===== config.mk =====
export PLATFORM = sky130hd
export DESIGN_NAME = fifo_rr_arbiter_flat
export DESIGN_NICKNAME = d
export VERILOG_FILES = /design/src/rtl/fifo_rr_arbiter_if.sv /design/src/rtl/fifo_rr_arbiter.sv /design/src/flat_wrapper.sv
export SDC_FILE = /design/constraint.sdc
export NUM_CORES = 1
export LEC_CHECK = 0
export BUFFER_PORTS_ARGS = -buffer_cell sky130_fd_sc_hd__buf_2
export CORE_UTILIZATION = 45
export DETAILED_ROUTE_END_ITERATION = 6
export PLACE_DENSITY = 0.77
export RECOVER_POWER = 50
export SYNTH_ARGS = -nofsm -noshare
export SYNTH_HDL_FRONTEND = slang
export SYNTH_SLANG_ARGS = --single-unit
export TNS_END_PERCENT = 20

===== constraint.sdc =====
create_clock -name clk -period 1.7 [get_ports clk]
set_clock_uncertainty 0.15 [all_clocks]
set_input_delay 0.34 -clock clk [delete_from_list [all_inputs] [get_ports clk]]
set_output_delay 0.34 -clock clk [all_outputs]
set_load 0.02 [all_outputs]

===== src/rtl/fifo_rr_arbiter_if.sv =====
`default_nettype none
// ============================================================================
//  Module      : fifo_rr_arbiter_if
//  Description : Bundles the signals between fifo_rr_arbiter and its
//                surroundings: four input FIFOs on one side and a single
//                output FIFO on the other.
//                master : seen from the arbiter (drives pops and pushes)
//                slave  : seen from the FIFO side / environment
//  Signals     : enable      1             arbitration allowed
//                fifo_empty  4             empty flag of input FIFO i
//                fifo_data   4*DATA_SIZE   read data of input FIFO i
//                fifo_pop    4             one-hot read strobe to FIFO i
//                out_pause   1             output FIFO almost-full
//                out_push    1             write strobe to output FIFO
//                out_data    DATA_SIZE     word written to output FIFO
//                out_src     2             source FIFO index of out_data
//                busy        1             a pop is in flight
//                stat_count  4*CNT_SIZE    per-input push counters
//  Options     : ARB_STATS_EN  adds CNT_SIZE and stat_count
//  Revision    : 1.0  initial release
// ============================================================================
interface fifo_rr_arbiter_if #(
  parameter int DATA_SIZE = 6
`ifdef ARB_STATS_EN
  , parameter int CNT_SIZE = 8
`endif
);
  logic                   enable;
  logic [3:0]             fifo_empty;
  logic [4*DATA_SIZE-1:0] fifo_data;
  logic [3:0]             fifo_pop;
  logic                   out_pause;
  logic                   out_push;
  logic [DATA_SIZE-1:0]   out_data;
  logic [1:0]             out_src;
  logic                   busy;
`ifdef ARB_STATS_EN
  logic [4*CNT_SIZE-1:0]  stat_count;
`endif

  modport master (
    input  enable, fifo_empty, fifo_data, out_pause,
    output fifo_pop, out_push, out_data, out_src, busy
`ifdef ARB_STATS_EN
    , output stat_count
`endif
  );

  modport slave (
    output enable, fifo_empty, fifo_data, out_pause,
    input  fifo_pop, out_push, out_data, out_src, busy
`ifdef ARB_STATS_EN
    , input stat_count
`endif
  );
endinterface
`default_nettype wire


===== src/rtl/fifo_rr_arbiter.sv =====
`default_nettype none
// ============================================================================
//  Module      : fifo_rr_arbiter
//  Description : Drains four input FIFOs round-robin into one output FIFO.
//                A pop issued in cycle N is captured at the end of N+1 and
//                pushed (with its source index) in cycle N+2. New pops stop
//                while the output FIFO signals pause; pops already issued
//                still complete, so at most two words follow a pause.
//  Ports       : clk    single clock, posedge
//                reset  synchronous, active-high
//                bus    fifo_rr_arbiter_if.master (handshake / data bundle)
//  Options     : ARB_STATS_EN  per-input saturating push counters on
//                              bus.stat_count (width CNT_SIZE each)
//  Revision    : 1.0  initial release
// ============================================================================
module fifo_rr_arbiter #(
  parameter int DATA_SIZE = 6
`ifdef ARB_STATS_EN
  , parameter int CNT_SIZE = 8
`endif
) (
  input wire logic          clk,
  input wire logic          reset,
  fifo_rr_arbiter_if.master bus
);

  typedef enum logic [1:0] {
    ST_IDLE  = 2'd0,
    ST_RUN   = 2'd1,
    ST_PAUSE = 2'd2
  } state_t;

  state_t                r_state;
  state_t                w_state_nxt;
  logic [1:0]            r_rr_ptr;
  logic [3:0]            r_pop;       // pipeline stage 1: pop on the wire
  logic [1:0]            r_pop_idx;
  logic                  r_cap_vld;   // pipeline stage 2: data arriving
  logic [1:0]            r_cap_idx;
  logic                  r_push;
  logic [DATA_SIZE-1:0]  r_out_data;
  logic [1:0]            r_out_src;
  logic                  r_busy;

  logic [3:0]            w_eligible;
  logic [1:0]            w_cand;
  logic                  w_grant_vld;
  logic [1:0]            w_grant_idx;
  logic                  w_issue;
  logic [DATA_SIZE-1:0]  w_sel_data;

  // Round-robin search starting after the last granted index. The FIFO
  // popped this cycle is excluded: its empty flag does not yet reflect the
  // pop, so it may be stale after the last word.
  always_comb begin
    w_eligible  = ~bus.fifo_empty & ~r_pop;
    w_grant_vld = 1'b0;
    w_grant_idx = r_rr_ptr;
    w_cand      = r_rr_ptr;
    for (int k = 1; k <= 4; k++) begin
      w_cand = r_rr_ptr + 2'(k);
      if (!w_grant_vld && w_eligible[w_cand]) begin
        w_grant_vld = 1'b1;
        w_grant_idx = w_cand;
      end
    end
  end

  // Next-state and pop-issue logic. Besides being in RUN, a pop needs the
  // live enable/pause inputs, so a rising pause stops new pops immediately
  // and bounds the trailing pushes to the two already in the pipeline.
  always_comb begin
    w_state_nxt = r_state;
    w_issue     = 1'b0;
    case (r_state)
      ST_IDLE: begin
        if (bus.enable && !bus.out_pause) w_state_nxt = ST_RUN;
      end
      ST_RUN: begin
        if (!bus.enable)        w_state_nxt = ST_IDLE;
        else if (bus.out_pause) w_state_nxt = ST_PAUSE;
        w_issue = bus.enable && !bus.out_pause && w_grant_vld;
      end
      ST_PAUSE: begin
        if (!bus.enable)         w_state_nxt = ST_IDLE;
        else if (!bus.out_pause) w_state_nxt = ST_RUN;
      end
      default: w_state_nxt = ST_IDLE;
    endcase
  end

  // Registered read on the input FIFO: data for the pop in N is on the bus
  // during N+1, selected by the index carried in stage 2.
  assign w_sel_data = bus.fifo_data[r_cap_idx*DATA_SIZE +: DATA_SIZE];

  always_ff @(posedge clk) begin
    if (reset) begin
      r_state    <= ST_IDLE;
      r_rr_ptr   <= 2'd3;
      r_pop      <= 4'b0000;
      r_pop_idx  <= 2'd0;
      r_cap_vld  <= 1'b0;
      r_cap_idx  <= 2'd0;
      r_push     <= 1'b0;
      r_out_data <= '0;
      r_out_src  <= 2'd0;
      r_busy     <= 1'b0;
    end else begin
      r_state   <= w_state_nxt;
      if (w_issue) r_rr_ptr <= w_grant_idx;
      r_pop     <= w_issue ? (4'b0001 << w_grant_idx) : 4'b0000;
      r_pop_idx <= w_grant_idx;
      r_cap_vld <= |r_pop;
      r_cap_idx <= r_pop_idx;
      r_push    <= r_cap_vld;
      if (r_cap_vld) begin
        r_out_data <= w_sel_data;
        r_out_src  <= r_cap_idx;
      end
      // Registered OR of the next values of both stage valid bits.
      r_busy    <= w_issue | (|r_pop);
    end
  end

  assign bus.fifo_pop = r_pop;
  assign bus.out_push = r_push;
  assign bus.out_data = r_out_data;
  assign bus.out_src  = r_out_src;
  assign bus.busy     = r_busy;

`ifdef ARB_STATS_EN
  for (genvar gi = 0; gi < 4; gi++) begin : g_stat
    logic [CNT_SIZE-1:0] r_cnt;
    always_ff @(posedge clk) begin
      if (reset) begin
        r_cnt <= '0;
      end else if (r_push && (r_out_src == 2'(gi)) && (r_cnt != '1)) begin
        r_cnt <= r_cnt + 1'b1;
      end
    end
    assign bus.stat_count[gi*CNT_SIZE +: CNT_SIZE] = r_cnt;
  end
`endif

endmodule
`default_nettype wire

===== src/flat_wrapper.sv =====
// flat-port wrapper written by rule: the top's interface ports become plain ports
module fifo_rr_arbiter_flat 
#(
  parameter int DATA_SIZE = 6

)
  (clk, reset, bus_enable, bus_fifo_empty, bus_fifo_data, bus_out_pause, bus_fifo_pop, bus_out_push, bus_out_data, bus_out_src, bus_busy);
  fifo_rr_arbiter_if #(.DATA_SIZE(DATA_SIZE)) bus_i ();
  input wire logic clk;
  input wire logic reset;
  input wire logic [$bits(bus_i.enable)-1:0] bus_enable;
  input wire logic [$bits(bus_i.fifo_empty)-1:0] bus_fifo_empty;
  input wire logic [$bits(bus_i.fifo_data)-1:0] bus_fifo_data;
  input wire logic [$bits(bus_i.out_pause)-1:0] bus_out_pause;
  output wire logic [$bits(bus_i.fifo_pop)-1:0] bus_fifo_pop;
  output wire logic [$bits(bus_i.out_push)-1:0] bus_out_push;
  output wire logic [$bits(bus_i.out_data)-1:0] bus_out_data;
  output wire logic [$bits(bus_i.out_src)-1:0] bus_out_src;
  output wire logic [$bits(bus_i.busy)-1:0] bus_busy;
  assign bus_i.enable = bus_enable;
  assign bus_i.fifo_empty = bus_fifo_empty;
  assign bus_i.fifo_data = bus_fifo_data;
  assign bus_i.out_pause = bus_out_pause;
  assign bus_fifo_pop = bus_i.fifo_pop;
  assign bus_out_push = bus_i.out_push;
  assign bus_out_data = bus_i.out_data;
  assign bus_out_src = bus_i.out_src;
  assign bus_busy = bus_i.busy;
  fifo_rr_arbiter #(.DATA_SIZE(DATA_SIZE)) u_core (.clk(clk), .reset(reset), .bus(bus_i));
endmodule

# Word level (Yosys, flattened, before mapping)
# Index checks and enable logic that the tools add are counted.
totals:
  input_bits: 32
  memories: 0
  romBits: 0
  latch_bits: 0
  output_inout_bits: 14
  mem_bits_rw: 0
  regBits: 23
  elab_cells: 66
classes:
  shifts: 2
  muxes: 23
  multipliers: 1
  n_addsub: 3
  n_bitwise: 5
  magnitude_cmp: 4
  reduce_logical: 13
  div_mod_pow: 0
  eq_ne: 5
op_table:
  columns: ["cell", "n"]
  rows:
  - ["indexed part select 24 x 6 -> 6 bit", 1]
  - ["two-way mux 2 bit", 9]
  - ["less-than comparator 2 x 3 -> 1 bit, second input constant", 4]
  - ["two-way mux 1 bit", 9]
  - ["binary-select mux 1 bit (select 2 bit)", 4]
  - ["NOT 4 bit", 2]
  - ["inequality test 3 bit, second input constant", 2]
  - ["one-hot mux 2 bit (3 select lines)", 1]
  - ["logical AND 1 bit", 5]
  - ["adder 2 bit, second input constant", 2]
  - ["bitwise AND 4 bit", 1]
  - ["zero test 1 bit", 4]
  - ["multiplier 2 x 2 -> 4 bit, second input constant", 1]
  - ["OR reduction 4 bit", 1]
  - ["<< shifter 1 x 2 -> 4 bit, first input constant", 1]
  - ["AND reduction 3 bit", 1]
  - ["adder 2 x 1 -> 2 bit, second input constant", 1]
  - ["equality test 2 x 1 -> 1 bit, second input constant", 1]
  - ["equality test 2 bit, second input constant", 1]
  - ["zero test 2 bit", 1]
  - ["inequality test 2 x 1 -> 1 bit, second input constant", 1]
  - ["OR reduction 2 bit", 1]
  - ["NOT 1 bit", 1]
  - ["OR 1 bit", 1]

# Longest topological paths before layout
depth:
  depth_word: 18
  depth_mapped: 4
  mapped_depth_nobuf: 4

# Worst setup path before layout
# Ideal clock, no wire load.
synth_timing:
  kind: "register to register"
  from: "reg u_core.r_pop[1], in the netlist u_core.bus.fifo_pop[1]"
  to: "reg u_core.r_pop[0], in the netlist u_core.bus.fifo_pop[0]"
  required_time_ns: 1.434
  setup_ns: 0.116
  path_slack_ns: 0.125
  arrival_time_ns: 1.308
  path_stages_with_launch: 5
  synth_period_minus_slack_ns: 1.575
  path_buffers: 0
  path_cell_list: "dfxtp_1 nor2_1 o31ai_2 nor2_1 and3_2"
synth_via:
  elab_chain_cells: 18
  word_cells_on_any_way: 29
  classes_between: "shift (1); mux (17); bitwise (3); reduce/logical (8)"
synth_lines:
  columns: ["element", "line", "rtl"]
  rows:
  - ["start: declaration", "fifo_rr_arbiter.sv:36", "logic [3:0] r_pop;"]
  - ["start signal: assignment", "fifo_rr_arbiter.sv:111", "r_pop <= w_issue ? (4'b0001 << w_grant_idx) : 4'b0000;"]
  - ["NOT 4 bit *", "fifo_rr_arbiter.sv:56", "w_eligible = ~bus.fifo_empty & ~r_pop;"]
  - ["bitwise AND 4 bit *", "fifo_rr_arbiter.sv:56", null]
  - ["binary-select mux 1 bit (select 2 bit)", "fifo_rr_arbiter.sv:62", "if (!w_grant_vld && w_eligible[w_cand]) begin"]
  - ["two-way mux 1 bit (not written as such)", "fifo_rr_arbiter.sv:62", null]
  - ["two-way mux 1 bit", "fifo_rr_arbiter.sv:62", null]
  - ["zero test 1 bit", "fifo_rr_arbiter.sv:62", null]
  - ["logical AND 1 bit", "fifo_rr_arbiter.sv:62", null]
  - ["two-way mux 1 bit", "fifo_rr_arbiter.sv:62", null]
  - ["[... 2 more ...]", null, null]
  - ["two-way mux 1 bit", "fifo_rr_arbiter.sv:62", null]
  - ["zero test 1 bit", "fifo_rr_arbiter.sv:62", null]
  - ["logical AND 1 bit", "fifo_rr_arbiter.sv:62", null]
  - ["two-way mux 1 bit", "fifo_rr_arbiter.sv:62", null]
  - ["logical AND 1 bit", "fifo_rr_arbiter.sv:82", "w_issue = bus.enable && !bus.out_pause && w_grant_vld;"]
  - ["two-way mux 1 bit", "fifo_rr_arbiter.sv:75", "case (r_state)"]
  - ["NOT 1 bit (no source line)", null, null]
  - ["OR reduction 2 bit (no source line)", null, null]
# Every way passes the cells marked *; elsewhere a longest branch is shown, timed or not. The select of a mux whose other input is x is not followed.
# A chain may end at the register's enable or synchronous reset.

# Worst setup path after layout
layout_timing:
  from: "reg u_core.r_rr_ptr[0]"
  to: "reg u_core.r_pop[3], in the netlist u_core.bus.fifo_pop[3]"
layout_via:
  elab_chain_cells: 17
  word_cells_on_any_way: 30
  classes_between: "add/sub (3); shift (1); mux (17); bitwise (1); reduce/logical (8)"
layout_lines:
  columns: ["element", "line", "rtl"]
  rows:
  - ["start: declaration", "fifo_rr_arbiter.sv:35", "logic [1:0] r_rr_ptr;"]
  - ["start signal: assignment", "fifo_rr_arbiter.sv:110", "if (w_issue) r_rr_ptr <= w_grant_idx;"]
  - ["adder 2 x 1 -> 2 bit", "fifo_rr_arbiter.sv:61", "w_cand = r_rr_ptr + 2'(k);"]
  - ["binary-select mux 1 bit (select 2 bit)", "fifo_rr_arbiter.sv:62", null]
  - ["two-way mux 1 bit (not written as such)", "fifo_rr_arbiter.sv:62", null]
  - ["two-way mux 1 bit", "fifo_rr_arbiter.sv:62", null]
  - ["zero test 1 bit", "fifo_rr_arbiter.sv:62", null]
  - ["logical AND 1 bit", "fifo_rr_arbiter.sv:62", null]
  - ["two-way mux 1 bit", "fifo_rr_arbiter.sv:62", null]
  - ["zero test 1 bit", "fifo_rr_arbiter.sv:62", null]
  - ["logical AND 1 bit", "fifo_rr_arbiter.sv:62", null]
  - ["two-way mux 1 bit", "fifo_rr_arbiter.sv:62", null]
  - ["zero test 1 bit", "fifo_rr_arbiter.sv:62", null]
  - ["logical AND 1 bit", "fifo_rr_arbiter.sv:62", null]
  - ["two-way mux 1 bit", "fifo_rr_arbiter.sv:62", null]
  - ["logical AND 1 bit", "fifo_rr_arbiter.sv:82", null]
  - ["two-way mux 1 bit", "fifo_rr_arbiter.sv:75", null]
  - ["NOT 1 bit (no source line)", null, null]
  - ["OR reduction 2 bit (no source line)", null, null]
# Parallel ways exist; a longest one is shown, timed or not. The select of a mux whose other input is x is not followed.

==> out/qor.yml <==
drive_gt1_share_pct: 41.6
cp_slowest_cell: "or3_4"
synthToLayoutAreaGrowth_pct: 27.0
via_count: 815
portBuffers: 45
cp.required_ns: 1.77
cts-buffers-inserted: 3
synth_fp_nets: 122
die_area_um2: 2460
syn_avg_cell_area_um2: 11.3
synth_flop_cell: "dfxtp_1"
placed_cell_area_um2: 1280
ys_warn_count: 0
ant_nets: 0
cts_hold_buffers: 0
antenna_found_initial: 0
nets: 170
final_util_pct: 63.5
status: "complete, no violations"
setup_viol: 0
core_area_um2: 2040
cts_tree: "yes"
cts.reportedPaths.clkPinSlew_ns: 0.12
rsz0062_at_grt: "no"
drt_iter0_drc: 2
pin_count: 46
p_sw_mw: 0.214
worst_pin_slew_ns: 0.871
maxCapViolCount: 0
layout_commonest_cell: "buf_2"
vdd_ir_drop_max_uv: 562
p_total_mw: 0.919
path_max_fanout: 5
criticalPathCategory: "flop to flop"
clock_path_buffers: 2
synthCells: 90
maxSlewViolCount: 0
seq_power_share_pct: 60.9
routed_via_density: 4.97
crit_buf_inv: 0
grt.total_usage_pct: 17.4
min_path_type: "primary input to flop"
wire_per_inst_um: 12.2
swShare_pct: 23.3
drt-total-wl_um: 2000
critPathCaptureType: "flop"
fillers: 183
grt_pass1_wl_um: 3220
grt_overflow: 0
ys_types: 30
crit_family: "simple AND/OR/NAND/NOR gates"
critical-path-max-stage-delay_ns: 0.42
dp_hpwl_um: 1590
ys_seq_elements: 23
p_int_mw: 0.705
num_rows: 16
die_h_um: 49.6
start_kind: "flop"
arrival_ns: 1.63
drc: 0
ys_seq_area_share_pct: 45.1
timing.final.crit_share_pct: 91.7
root_buffer: "clkbuf_4"
layout_common_cells: "buf_2 (34), dfxtp_1 (22), nor2_1 (15)"
fin_setup_tns_ns: 0
slew_headroom_pct: 41.9
grt_pass1_vias: 732
diodes: 0
die_width_um: 49.6
power_density_nw_per_um2: 709
cts.htree.levels: 1
hold_viol: 0
p_leak_nw: 0.527
place_congestion: 0.775
critical_path.cell_chain: "or3_4 > o311ai_4 > a22oi_4 > nor4_2"
synth_area_um2: 1020
initial_core_util_pct: 50.0
synthArstFlopShare_pct: 0
clkPwrFrac_pct: 26.7
synth_edf_count: 0
grt_max_degree: 22
p_comb_share_pct: 12.5
clock_sinks: 23
insertion_delay_ns: 0.31
drt-pass1-iter-count: 2
design_area_um2: 1300
fmax_ghz: 0.641
final.min_clock_period_ns: 1.56
## per-stage QoR
stage / cells / setup WS [ns] / hold WS [ns]
finish: 164 / 0.141 / 0.0652
global route: 164 / 0.0634 / 0.0473
CTS: 164 / 0.0641 / 0.0650
detailed placement: 160 / 0.0196 / 0.278
global placement: 160 / 0.0431 / 0.273
floorplan: 90 / 0.125 / 0.264
## repair_timing
action	CTS	global route
buffers inserted	0	0
setup endpoints to repair	0	5
resized for setup	0	2
## Yosys cell counts (2+ instances only)
master	n	area (µm²)
mux4_2	6	135
o21ai_0	3	15.0
nor2b_1	3	18.8
dfxtp_1	23	460
clkbuf_1	2	7.51
a21oi_1	4	20.0
buf_2	2	10.0
nor3_1	2	10.0
mux2i_1	8	80.1
nand2_1	2	7.51
inv_1	2	7.51
nor2_1	15	56.3
## per-layer routing
metal	track usage, %	part of all wire [%]
met5	0	0
met4	7.14	1.3
met3	4.63	3.6
met2	28.4	51
met1	21.7	44
## worst paths after layout
kind,from,endpoint,slack [ns],depth (start not counted)
hold reg to reg,u_core.r_pop_idx[1],u_core.r_cap_idx[1],0.29,1
setup / recovery,u_core.r_rr_ptr[0],u_core.bus.fifo_pop[3],0.14,4
hold / removal,bus_out_pause,u_core.r_state[0],0.07,2
setup reg to reg,u_core.r_rr_ptr[0],u_core.bus.fifo_pop[3],0.14,4
## sequential cells by signal, summed over array words and instances, names as in the netlist, 2 cells and up
signal,flops
u_core.r_cap_idx,2
u_core.bus.out_data,6
u_core.bus.out_src,2
u_core.bus.fifo_pop,4
u_core.r_pop_idx,2
u_core.r_state,2
u_core.r_rr_ptr,2
## logic make-up (layout without fill, tap and decap cells)
kind of cell / count (synthesis) / count (layout) / synth area share [%]
multiplexers: 14 / 14 / 21.1
XOR/XNOR: 1 / 1 / 0.858
buffers and inverters: 7 / 54 / 3.19
AO/OA/AOI/OAI: 14 / 14 / 12.5
flip-flops: 23 / 23 / 45.1
AND/OR/NAND/NOR: 31 / 31 / 17.3
## power groups by stage
stage / clock network, mW / registers, mW / logic [mW]
2_1_floorplan: 0 / 0.566 / 0.0711
3_3_place_gp: 0 / 0.571 / 0.112
3_5_place_dp: 0 / 0.572 / 0.115
4_1_cts: 0.251 / 0.559 / 0.115
5_1_grt: 0.280 / 0.562 / 0.127
6_report: 0.245 / 0.559 / 0.115
## area by class of cell
class / count / area [µm²] / area share (%)
Clock buffer: 3 / 22.5 / 1.74
Clock inverter: 1 / 5.00 / 0.386
Inverter: 2 / 7.51 / 0.579
Multi-Input combinational cell: 60 / 532 / 41.0
Sequential cell: 23 / 462 / 35.6
Tap cell: 27 / 33.8 / 2.61
Timing Repair Buffer: 48 / 234 / 18.1
No activity file was read; power rests on OpenSTA's default activity.
